[src/rtl/dmem_arb_pkg.sv]
// Shared types and constants for the data-RAM arbiter between the MEM stage and the debug port.
package dmem_arb_pkg;

  typedef enum logic {
    ARB = 1'b0,
    ACK = 1'b1
  } arb_state_e;

  localparam logic RW_STORE = 1'b1;
  localparam logic RW_LOAD  = 1'b0;

  localparam int DEF_AW   = 9;
  localparam int STARVE_W = 8;

endpackage

[src/rtl/arb_starve_ctr.sv]
// Saturating up-counter with clear priority; used both for dbg starvation and stall statistics.
module arb_starve_ctr #(
  parameter int          W   = 8,
  parameter logic [W-1:0] MAX = '1
) (
  input  logic         clk,
  input  logic         reset,
  input  logic         inc,
  input  logic         clr,
  output logic [W-1:0] count,
  output logic         sat
);

  assign sat = (count == MAX);

  always_ff @(posedge clk or negedge reset) begin
    if (!reset) begin
      count <= '0;
    end else if (clr) begin
      count <= '0;
    end else if (inc && !sat) begin
      count <= count + 1'b1;
    end
  end

endmodule

[src/rtl/dmem_arbiter.sv]
// Shares the data RAM between the pipeline MEM stage (priority) and a debug/loader port,
// forcing a one-cycle pipeline stall when the debug port has been starved too long.
module dmem_arbiter
  import dmem_arb_pkg::*;
#(
  parameter int AW         = DEF_AW,
  parameter int STARVE_MAX = 4,
  parameter int CNT_W      = 16
) (
  input  logic             clk,
  input  logic             reset,
  input  logic             cpu_e,
  input  logic             cpu_rw,
  input  logic [1:0]       cpu_size,
  input  logic             cpu_se,
  input  logic [AW-1:0]    cpu_addr,
  input  logic [31:0]      cpu_wdata,
  output logic [31:0]      cpu_rdata,
  output logic             cpu_stall,
  input  logic             dbg_req,
  input  logic             dbg_rw,
  input  logic [1:0]       dbg_size,
  input  logic [AW-1:0]    dbg_addr,
  input  logic [31:0]      dbg_wdata,
  output logic             dbg_ack,
  output logic [31:0]      dbg_rdata,
  output logic [AW-1:0]    ram_a,
  output logic [31:0]      ram_di,
  output logic [1:0]       ram_size,
  output logic             ram_rw,
  output logic             ram_e,
  output logic             ram_se,
  input  logic [31:0]      ram_do,
  output logic [CNT_W-1:0] stall_cnt
);

  localparam logic [STARVE_W-1:0] STARVE_LIM = STARVE_W'(STARVE_MAX);

  arb_state_e          state_q, state_d;
  logic                dbg_gnt, cpu_gnt;
  logic                starve_inc, starve_clr, starve_full;
  logic [STARVE_W-1:0] starve;
  logic                stall_full;

  always_ff @(posedge clk or negedge reset) begin
    if (!reset) begin
      state_q <= ARB;
    end else begin
      state_q <= state_d;
    end
  end

  always_comb begin
    state_d = state_q;
    case (state_q)
      ARB:     if (dbg_gnt) state_d = ACK;
      ACK:     state_d = ARB;
      default: state_d = ARB;
    endcase
  end

  // Grants are suppressed while reset is asserted so the RAM is never driven during reset.
  always_comb begin
    dbg_gnt = reset && (state_q == ARB) && dbg_req && (!cpu_e || starve_full);
    cpu_gnt = reset && cpu_e && !dbg_gnt;
  end

  always_comb begin
    ram_a     = '0;
    ram_di    = '0;
    ram_size  = '0;
    ram_rw    = 1'b0;
    ram_e     = 1'b0;
    ram_se    = 1'b0;
    cpu_rdata = '0;
    cpu_stall = 1'b0;
    if (dbg_gnt) begin
      ram_a     = dbg_addr;
      ram_di    = dbg_wdata;
      ram_size  = dbg_size;
      ram_rw    = dbg_rw;
      ram_e     = 1'b1;
      cpu_stall = cpu_e;
    end else if (cpu_gnt) begin
      ram_a     = cpu_addr;
      ram_di    = cpu_wdata;
      ram_size  = cpu_size;
      ram_rw    = cpu_rw;
      ram_e     = 1'b1;
      ram_se    = cpu_se;
      cpu_rdata = ram_do;
    end
  end

  assign dbg_ack = (state_q == ACK);

  always_ff @(posedge clk or negedge reset) begin
    if (!reset) begin
      dbg_rdata <= '0;
    end else if (dbg_gnt && (dbg_rw == RW_LOAD)) begin
      dbg_rdata <= ram_do;
    end
  end

  // Starvation only advances in ARB; it holds through ACK so a re-request keeps its history.
  assign starve_inc = (state_q == ARB) && dbg_req && !dbg_gnt && (starve != STARVE_LIM);
  assign starve_clr = (state_q == ARB) && (dbg_gnt || !dbg_req);

  arb_starve_ctr #(
    .W   (STARVE_W),
    .MAX (STARVE_LIM)
  ) u_starve (
    .clk   (clk),
    .reset (reset),
    .inc   (starve_inc),
    .clr   (starve_clr),
    .count (starve),
    .sat   (starve_full)
  );

  arb_starve_ctr #(
    .W   (CNT_W),
    .MAX ({CNT_W{1'b1}})
  ) u_stall (
    .clk   (clk),
    .reset (reset),
    .inc   (cpu_stall && !stall_full),
    .clr   (1'b0),
    .count (stall_cnt),
    .sat   (stall_full)
  );

endmodule
[config.mk]
export PLATFORM = sky130hd
export DESIGN_NAME = dmem_arbiter
export DESIGN_NICKNAME = d
export VERILOG_FILES = /design/src/rtl/dmem_arb_pkg.sv /design/src/rtl/arb_starve_ctr.sv /design/src/rtl/dmem_arbiter.sv
export SDC_FILE = /design/constraint.sdc
export NUM_CORES = 1
export LEC_CHECK = 0
export ABC_AREA = 1
export CORE_MARGIN = 1
export CORE_UTILIZATION = 36
export DETAILED_ROUTE_END_ITERATION = 6
export HOLD_SLACK_MARGIN = 0.02
export PLACE_DENSITY = 0.82
export RECOVER_POWER = 100
export SLEW_MARGIN = 10
export SYNTH_ARGS = -nofsm -noshare
export SYNTH_HDL_FRONTEND = slang
export SYNTH_SLANG_ARGS = --single-unit
[constraint.sdc]
create_clock -name clk -period 1.9 [get_ports clk]
set_input_delay 0.38 -clock clk [delete_from_list [all_inputs] [get_ports clk]]
set_output_delay 0.38 -clock clk [all_outputs]
set_load 0.05 [all_outputs]
; ---- Yosys cells after proc, flatten, opt, wreduce, memory -nomap -nowiden
; Index checks and enable logic that the tools add are counted.
; W data, S select, Z words.
[op_classes]
eq_ne = 3
n_bitwise = 2
n_reduce_logical = 21
n_addsub = 2
mux = 19
[op_table]
columns = cell, n
row1 = $mux W32, 4
row2 = $mux W9, 2
row3 = $add A16 B1 Y16 const B, 1
row4 = $eq A16 B16 Y1 const B, 1
row5 = $mux W8, 2
row6 = $logic_and A1 B1 Y1, 13
row7 = $add A8 B1 Y8 const B, 1
row8 = $eq A8 B3 Y1 const B, 1
row9 = $mux W1, 8
row10 = $ne A8 B3 Y1 const B, 1
row11 = $logic_not A1 Y1, 5
row12 = $mux W2, 2
row13 = $logic_or A1 B1 Y1, 2
row14 = $not A1 Y1, 2
row15 = $pmux W1 S2, 1
row16 = $reduce_bool A2 Y1, 1
[word_totals]
word_cells = 51
inputBits = 125
reg_bits = 57

; ---- Depth between registers and ports, before layout
; Gate-level depths: netlist of the first run.
[logic_depth]
word_depth = 10
mapped_depth = 10
depth_no_buf = 9

; ---- Hierarchy
; From an unflattened synthesis of the first run, not the netlist that was laid out.
[hier_totals]
hier_cells = 608
area_unflattened_um2 = 3888.7
[modules_own_cells]
columns = mod, seq_area_each_um2, cells_per_inst, n_inst, area_per_inst_um2
row1 = dmem_arbiter, 825.8, 381, 1, 2294.7
row2 = arb_starve_ctr at u_stall, 400.4, 154, 1, 1043.5
row3 = arb_starve_ctr at u_starve, 200.2, 73, 1, 550.5

; ---- Worst setup path before layout of the first run
; No wires, ideal clock.
[synth_path]
kind = register to output
start = register state_q (netlist: dbg_ack)
end = output port cpu_rdata[10]
slack_ns = -0.419
n_path_buf = 1
path_stages_with_launch = 8
t_arrival_ns = 1.939
path_cell_list = dfrtp_1 -> inv_1 -> nand2_1 -> nor2_1 -> nand2_1 -> nand2_1 -> buf_4 -> nor2_1
[synth_via]
elab_chain_len = 8
[synth_rtl]
columns = element, line_no
row1 = "start, declared", dmem_arbiter.sv:39  ; arb_state_e state_q, state_d;
row2 = "start signal, assigned", dmem_arbiter.sv:49  ; state_q <= state_d;
row3 = $not A1 Y1 (*), n/a
row4 = $logic_and A1 B1 Y1 (*) (3 in series), dmem_arbiter.sv:64  ; dbg_gnt = reset && (state_q == ARB) && dbg_req && (!cpu_e || starve_full);
row5 = $logic_not A1 Y1, dmem_arbiter.sv:65  ; cpu_gnt = reset && cpu_e && !dbg_gnt;
row6 = $logic_and A1 B1 Y1, dmem_arbiter.sv:65
row7 = $mux W32, dmem_arbiter.sv:84  ; end else if (cpu_gnt) begin
row8 = $mux W32 (*), dmem_arbiter.sv:77  ; if (dbg_gnt) begin
row9 = "end, declared", dmem_arbiter.sv:18  ; output logic [31:0] cpu_rdata,
; Mark *: on every way between the ends. The rest lies on a longest branch, timed or not.

; ---- Final worst setup path of the first run
[layout_path]
start = register u_starve.count[0]
end = output port ram_rw
[layout_via]
elab_chain_len = 7
[layout_rtl]
columns = element, line_no
row1 = "start, declared", arb_starve_ctr.sv:10  ; output logic [W-1:0] count,
row2 = "start signal, assigned", arb_starve_ctr.sv:22  ; count <= count + 1'b1;
row3 = $eq A8 B3 Y1 (*), arb_starve_ctr.sv:14  ; assign sat = (count == MAX);
row4 = $logic_or A1 B1 Y1 (*), dmem_arbiter.sv:64
row5 = $logic_and A1 B1 Y1 (*), dmem_arbiter.sv:64
row6 = $logic_not A1 Y1, dmem_arbiter.sv:65
row7 = $logic_and A1 B1 Y1, dmem_arbiter.sv:65
row8 = $mux W1, dmem_arbiter.sv:84
row9 = $mux W1 (*), dmem_arbiter.sv:77
row10 = "end, declared", dmem_arbiter.sv:30  ; output logic ram_rw,
; Marked as above.

==> flow_summary.toml, run 1 <==
[setup_path]
reg2reg_depth = 11
cp.arrival_ns = 2.20
reg2reg_slack_ns = -0.48
endpoint = "ram_rw"
crit_path_end_kind = "output pin"
worstPathRequired_ns = 1.52
critPathLaunch = "u_starve.count[0]"
r2r_start = "u_starve.count[0]"
worstPathMaxFanout = 12
criticalPathCategory = "register to output pin"
r2r_end = "dbg_rdata[26]"
start_kind = "register"

[clock_network]
clkSlewWorstSetupHoldPaths_ns = 0.07
cts.sinks = 57
worstSkewPairLatency_ns = 0.34
htree_levels = 3
cts-root-buf = "clkbuf_8"
tritoncts = "done"
clk_path_buf_depth = 2
numCtsBuffers = 9

[routing]
drcViolationCount = 0
wl_mm = 23.1
antenna_left = 0
avgViaCountPerCell = 5.60
firstDrtPassIters = 7
via_count = 5501
routedWlPerCell_microns = 23.6
drt-initial-drc-count = 322

[floorplan]
die_area_sq_um = 10600
die_h_microns = 103
core_sq_um = 9820
placementRows = 36
io_pins = 253
initial_utilization_pct = 37.4
fp.dieW_microns = 103

[power]
powerDensity_nw_per_um2 = 631
power_frac_clock_pct = 17.7
p_total_mw = 5.50
swShare_pct = 47.0
p_comb_share_pct = 53.8
p_leak_nw = 4.08
ir_worst_vdd_mv = 0.438
p_switching_mw = 2.59
seqPwrFrac_pct = 28.5
internal_power_mw = 2.91

[synth]
synth.top_cell.area_share_pct = 38.8
ys_top_cells_by_area = "dfrtp_1 (39%), nand2_1 (21%), nand3_1 (7.6%)"
postSynthAreaPerCell_sq_um = 6.77
ys_seq_area_share_pct = 38.8
synthesis.area_sq_um = 3680
yosysWarnings = 0
synthCells = 543
ys_ff_latch = 57
yosysUniqueCellTypes = 27
synth_top_cell_by_area = "dfrtp_1"
syn_nets = 671

[global_routing]
grt_pass1_wl_mm = 28.6
overflow = 0
grt_usage_pct = 37.1
grt_max_degree = 53
grt_pass1_vias = 5409
antenna_found_initial = 1

[job]
drv_cap = 0

[place]
dp_cells = 934
io_buffers = 252
dpl.hpwl_mm = 11.8
placed_cell_area_sq_um = 7340
gp_congestion = 0.841
place_ws_ns = -0.345

[sta]
setup_viol = 132
worstMarginPinSlew_ns = 1.35
finClkSkew_ns = 0.0130
finalCriticalPeriod_ns = 2.58
slew_violations = 0
relSlewSlack_pct = 9.97
fmax_ghz = 0.388
rsz0062_at_grt = "yes"
fin_ws_ns = -0.676
fin_crit_sh_pct = 136
hold_viol_final = 0

[layout]
fin_cells = 982
area_growth_pct = 137
stdcell_area_sq_um = 8720
fin_nets = 973
final_common_cell = "clkdlybuf4s50_1"
mostFrequentLayoutCells = "clkdlybuf4s50_1 (125), nand2_1 (107), nand2_4 (72)"
n_antenna_cell = 0
layout-drive-gt1-share_pct = 42.4

[status]
status = "finished with violations"
violations = "setup timing"

[min_path]
hp-class = "register to register"
[layout make-up]
cell class                      instances  area (sq um)
Inverter                               59           231
Clock inverter                          4          22.5
Tap cell                              133           166
Timing Repair Buffer                  319          3680
Sequential cell                        57          1430
Fill cell                             432          1100
Multi-Input combinational cell        399          3060
Clock buffer                           11           131
[metal layers]
layer	wire, microns	track usage [%]
met1	7470	35.9
met2	11600	68.2
met3	2060	9.49
met4	1990	26.9
met5	13	0
[through the flow]
step | hold WS (ns) | utilization (%) | TNS, ns
2_1_floorplan | 0.0844 | - | -1.61
3_5_place_dp | 0.354 | 74.8 | -27.16
6_report | 0.490 | 88.8 | -55.89
4_1_cts | 0.256 | 86.8 | -31.38
3_3_place_gp | 0.349 | 74.8 | -21.44
5_1_grt | 0.521 | 88.8 | -60.41
[state kept, by name (all words and copies together), names as in the netlist]
register and count:
u_starve.count 8, dbg_ack 1, dbg_rdata 32, u_stall.count 16
[timing repair]
action	in CTS	in global routing
hold buffers	1	0
pin swaps	12	31
buffers inserted	13	8
gates cloned	10	2
hold endpoints to repair	5	0
resized for setup	155	85
setup endpoints to repair	86	112
[how the worst min path moves through the flow]
stage | start | endpoint | slack, ns | cells past startpoint
final | dbg_rdata[8] | dbg_rdata[8] | 0.49 | 2
after floorplan | reset | dbg_ack | 0.08 | 0
after detailed placement | reset | u_starve.count[3] | 0.35 | 2
after CTS | reset | u_stall.count[10] | 0.26 | 2
after global placement | reset | u_starve.count[0] | 0.35 | 2
after global routing | dbg_rdata[27] | dbg_rdata[27] | 0.52 | 2
[worst max-delay path, cell delays in order (launching register included)]
cell	delay (ns)
dfrtp_1	0.41
inv_2	0.10
ha_4	0.16
nand3_4	0.09
o21ai_4	0.23
nand2_4	0.11
buf_4	0.18
buf_12	0.16
nand2_1	0.08
nand2_1	0.09
inv_2	0.09
buf_12	0.15
[Yosys cell counts (all sizes together)]
| master | count |
|---|---|
| a21oi | 2 |
| a31o | 1 |
| buf | 25 |
| clkbuf | 3 |
| clkinv | 1 |
| dfrtp | 57 |
| ha | 3 |
| inv | 58 |
| nand2 | 205 |
| nand3 | 59 |
| nand3b | 1 |
| nand4 | 4 |
| nor2 | 62 |
| nor3 | 2 |
| o21ai | 51 |
| xnor2 | 3 |
| xor2 | 6 |
[power by group through the flow]
stage / combinational, mW / clock (mW) / sequential [mW]
2_1_floorplan: 0.849 / 0 / 2.22
3_3_place_gp: 2.61 / 0 / 1.56
3_5_place_dp: 2.66 / 0 / 1.57
4_1_cts: 2.88 / 0.952 / 1.55
5_1_grt: 3.04 / 1.03 / 1.59
6_report: 2.96 / 0.971 / 1.57
[cell families (layout without fill, tap and decap cells)]
kind of cell	Yosys count	in the layout	share of synthesized area, %
simple gates	333	333	37.5
buf+inv	87	393	11.9
flops	57	57	38.8
compound gates	54	54	8.58
xor+xnor	9	9	2.14
fa+ha+maj	3	3	1.02
Note: power is estimated with default switching activity, not from simulation.
==> run 2: changes to the inputs <==
- PLACE_DENSITY: 0.82 -> unset
- PLACE_DENSITY_LB_ADDON: unset -> 0.2
==> run 2 against run 1 <==
Against the previous run: the run still ends with setup timing left; non-clock buffer count unchanged; flip-flop and latch count stayed put; design area down 1.9%; total power fell by 1.2%; core utilization shrank 1.7 points; clock power rose by 7%; setup slack gained 0.095 ns; cell count increased by 0.20%; wire length is 11% lower; combinational power down 4%; hold slack worse by 0.0026 ns; largest cell class unchanged.
==> flow_summary.toml, run 2 (synthesis gave the netlist of run 1 again) <==
[setup_path]
reg2reg_slack_ns = 0.02
cp.arrival_ns = 2.10
endpoint = "ram_a[5]"
worstPathRequired_ns = 1.52
crit_path_end_kind = "output pin"
r2r_end = "dbg_rdata[22]"
r2r_start = "u_starve.count[0]"
reg2reg_depth = 11
start_kind = "register"
worstPathMaxFanout = 6
criticalPathCategory = "register to output pin"
critPathLaunch = "u_starve.count[0]"

[layout]
fin_util_pct = 87.1
fin_nets = 974
layout-drive-gt1-share_pct = 41.7
reg_top3 = "dbg_rdata x32, u_stall.count x16, u_starve.count x8"
area_growth_pct = 133
mostFrequentLayoutCells = "clkdlybuf4s50_1 (122), nand2_1 (119), nand2_4 (58)"
n_antenna_cell = 0
fillers = 500
largest-register = "dbg_rdata"
fin_cells = 984
largest_register_ffs = 32
final_common_cell = "clkdlybuf4s50_1"

[place]
dpl.hpwl_mm = 11.9
dp_cells = 946
io_buffers = 252
gp_congestion = 0.868

[clock_network]
worstSkewPairLatency_ns = 0.35
postCtsHoldBufs = 0
tritoncts = "done"
clk_path_buf_depth = 2
clkSlewWorstSetupHoldPaths_ns = 0.08
htree_levels = 3
cts-root-buf = "clkbuf_8"
numCtsBuffers = 9
cts.sinks = 57

[job]
drv_cap = 0

[sta]
slew_violations = 0
hold_viol_final = 0
fmax_ghz = 0.403
rsz0062_at_grt = "yes"
relSlewSlack_pct = 4.31
fin_ws_ns = -0.581
worstMarginPinSlew_ns = 1.44
setup_viol = 79
finClkSkew_ns = 0.0147
finalCriticalPeriod_ns = 2.48
fin_crit_sh_pct = 131

[routing]
wl_mm = 20.5
drt-initial-drc-count = 235
antenna_left = 0
routedWlPerCell_microns = 20.8
via_count = 5278
firstDrtPassIters = 5
drcViolationCount = 0
avgViaCountPerCell = 5.36

[floorplan]
initial_utilization_pct = 37.4
fp.dieW_microns = 103
core_sq_um = 9820
io_pins = 253
die_area_sq_um = 10600
placementRows = 36
die_h_microns = 103

[power]
seqPwrFrac_pct = 28.8
p_comb_share_pct = 52.1
p_switching_mw = 2.54
ir_worst_vdd_mv = 0.415
internal_power_mw = 2.89
p_leak_nw = 3.98
swShare_pct = 46.7
power_frac_clock_pct = 19.1
powerDensity_nw_per_um2 = 635

[global_routing]
grt_pass1_wl_mm = 25.4
grt_usage_pct = 32.0
grt_max_degree = 58
overflow = 0
grt_pass1_vias = 5148
antenna_found_initial = 0

[status]
status = "finished with violations"
violations = "setup timing"

[min_path]
hp-class = "register to register"
hold_depth = 2
run 2: cell types whose count changed in the layout (fill, tap and decap cells not counted), sizes merged, moves of 2 or more:
| cell | previous run | this run |
|---|---|---|
| dlymetal6s2s | 1 | 3 |
| inv | 58 | 61 |
| clkdlybuf4s50 | 125 | 122 |
| buf | 142 | 138 |
| clkbuf | 54 | 58 |
| clkinvlp | 1 | 3 |
run 2: worst max-delay path, cell delays in order (launching register included):
cell	delay (ns)
dfrtp_1	0.40
inv_2	0.09
ha_4	0.14
nand3_4	0.07
o21ai_4	0.18
nand2_2	0.10
buf_8	0.17
clkinv_8	0.07
buf_4	0.17
nand2_1	0.11
nand2_4	0.10
buf_12	0.13
run 2: power by group through the flow:
stage | combinational, mW | sequential, mW | clock, mW
4_1_cts | 2.78 | 1.55 | 1.04
5_1_grt | 2.95 | 1.58 | 1.10
2_1_floorplan | 0.849 | 2.22 | 0
6_report | 2.83 | 1.56 | 1.04
3_5_place_dp | 2.64 | 1.57 | 0
3_3_place_gp | 2.60 | 1.55 | 0
run 2: per-layer routing:
| layer | vias up | part of all wire (%) | track usage [%] |
|---|---|---|---|
| met2 | 313 | 52 | 62.7 |
| met4 | 0 | 8.1 | 16.0 |
| met1 | 2529 | 32 | 30.6 |
| met5 | - | 0 | 0 |
| li1 | 2306 | - | - |
| met3 | 130 | 7.5 | 8.27 |
run 2: per-stage QoR:
step	power (mW)	area (sq um)	setup TNS, ns	worst slack [ns]	hold slack (ns)
after CTS	5.37	8180	-34.28	-0.482	0.407
after global placement	4.16	7350	-22.92	-0.349	0.463
final	5.43	8560	-39.91	-0.581	0.487
after detailed placement	4.21	7350	-25.70	-0.381	0.471
after floorplan	3.07	4220	-1.61	-0.0537	0.0844
after global routing	5.63	8560	-44.83	-0.634	0.505
run 2: how the worst min path moves through the flow:
| stage | start | end | slack, ns |
|---|---|---|---|
| finish | dbg_rdata[11] | dbg_rdata[11] | 0.49 |
| global route | dbg_rdata[11] | dbg_rdata[11] | 0.50 |
| CTS | reset | u_stall.count[12] | 0.41 |
| detailed placement | dbg_rdata[7] | dbg_rdata[7] | 0.47 |
| global placement | dbg_rdata[5] | dbg_rdata[5] | 0.46 |
| floorplan | reset | dbg_ack | 0.08 |
run 2: timing repair:
| action | CTS | global route |
|---|---|---|
| setup endpoints to repair | 85 | 106 |
| buffers inserted | 11 | 3 |
| gates cloned | 5 | 7 |
| pin swaps | 7 | 16 |
| resized for setup | 103 | 114 |
run 2: layout make-up:
| cell class | instances | area, sq um | area share (%) |
|---|---|---|---|
| multi-input cells | 399 | 2940 | 34.4 |
| well taps | 133 | 166 | 1.95 |
| clock inverters | 7 | 53.8 | 0.629 |
| repair buffers | 319 | 3600 | 42.0 |
| inverters | 59 | 234 | 2.73 |
| flip-flops and latches | 57 | 1430 | 16.7 |
| repair inverters | 1 | 8.76 | 0.102 |
| clock buffers | 9 | 124 | 1.45 |
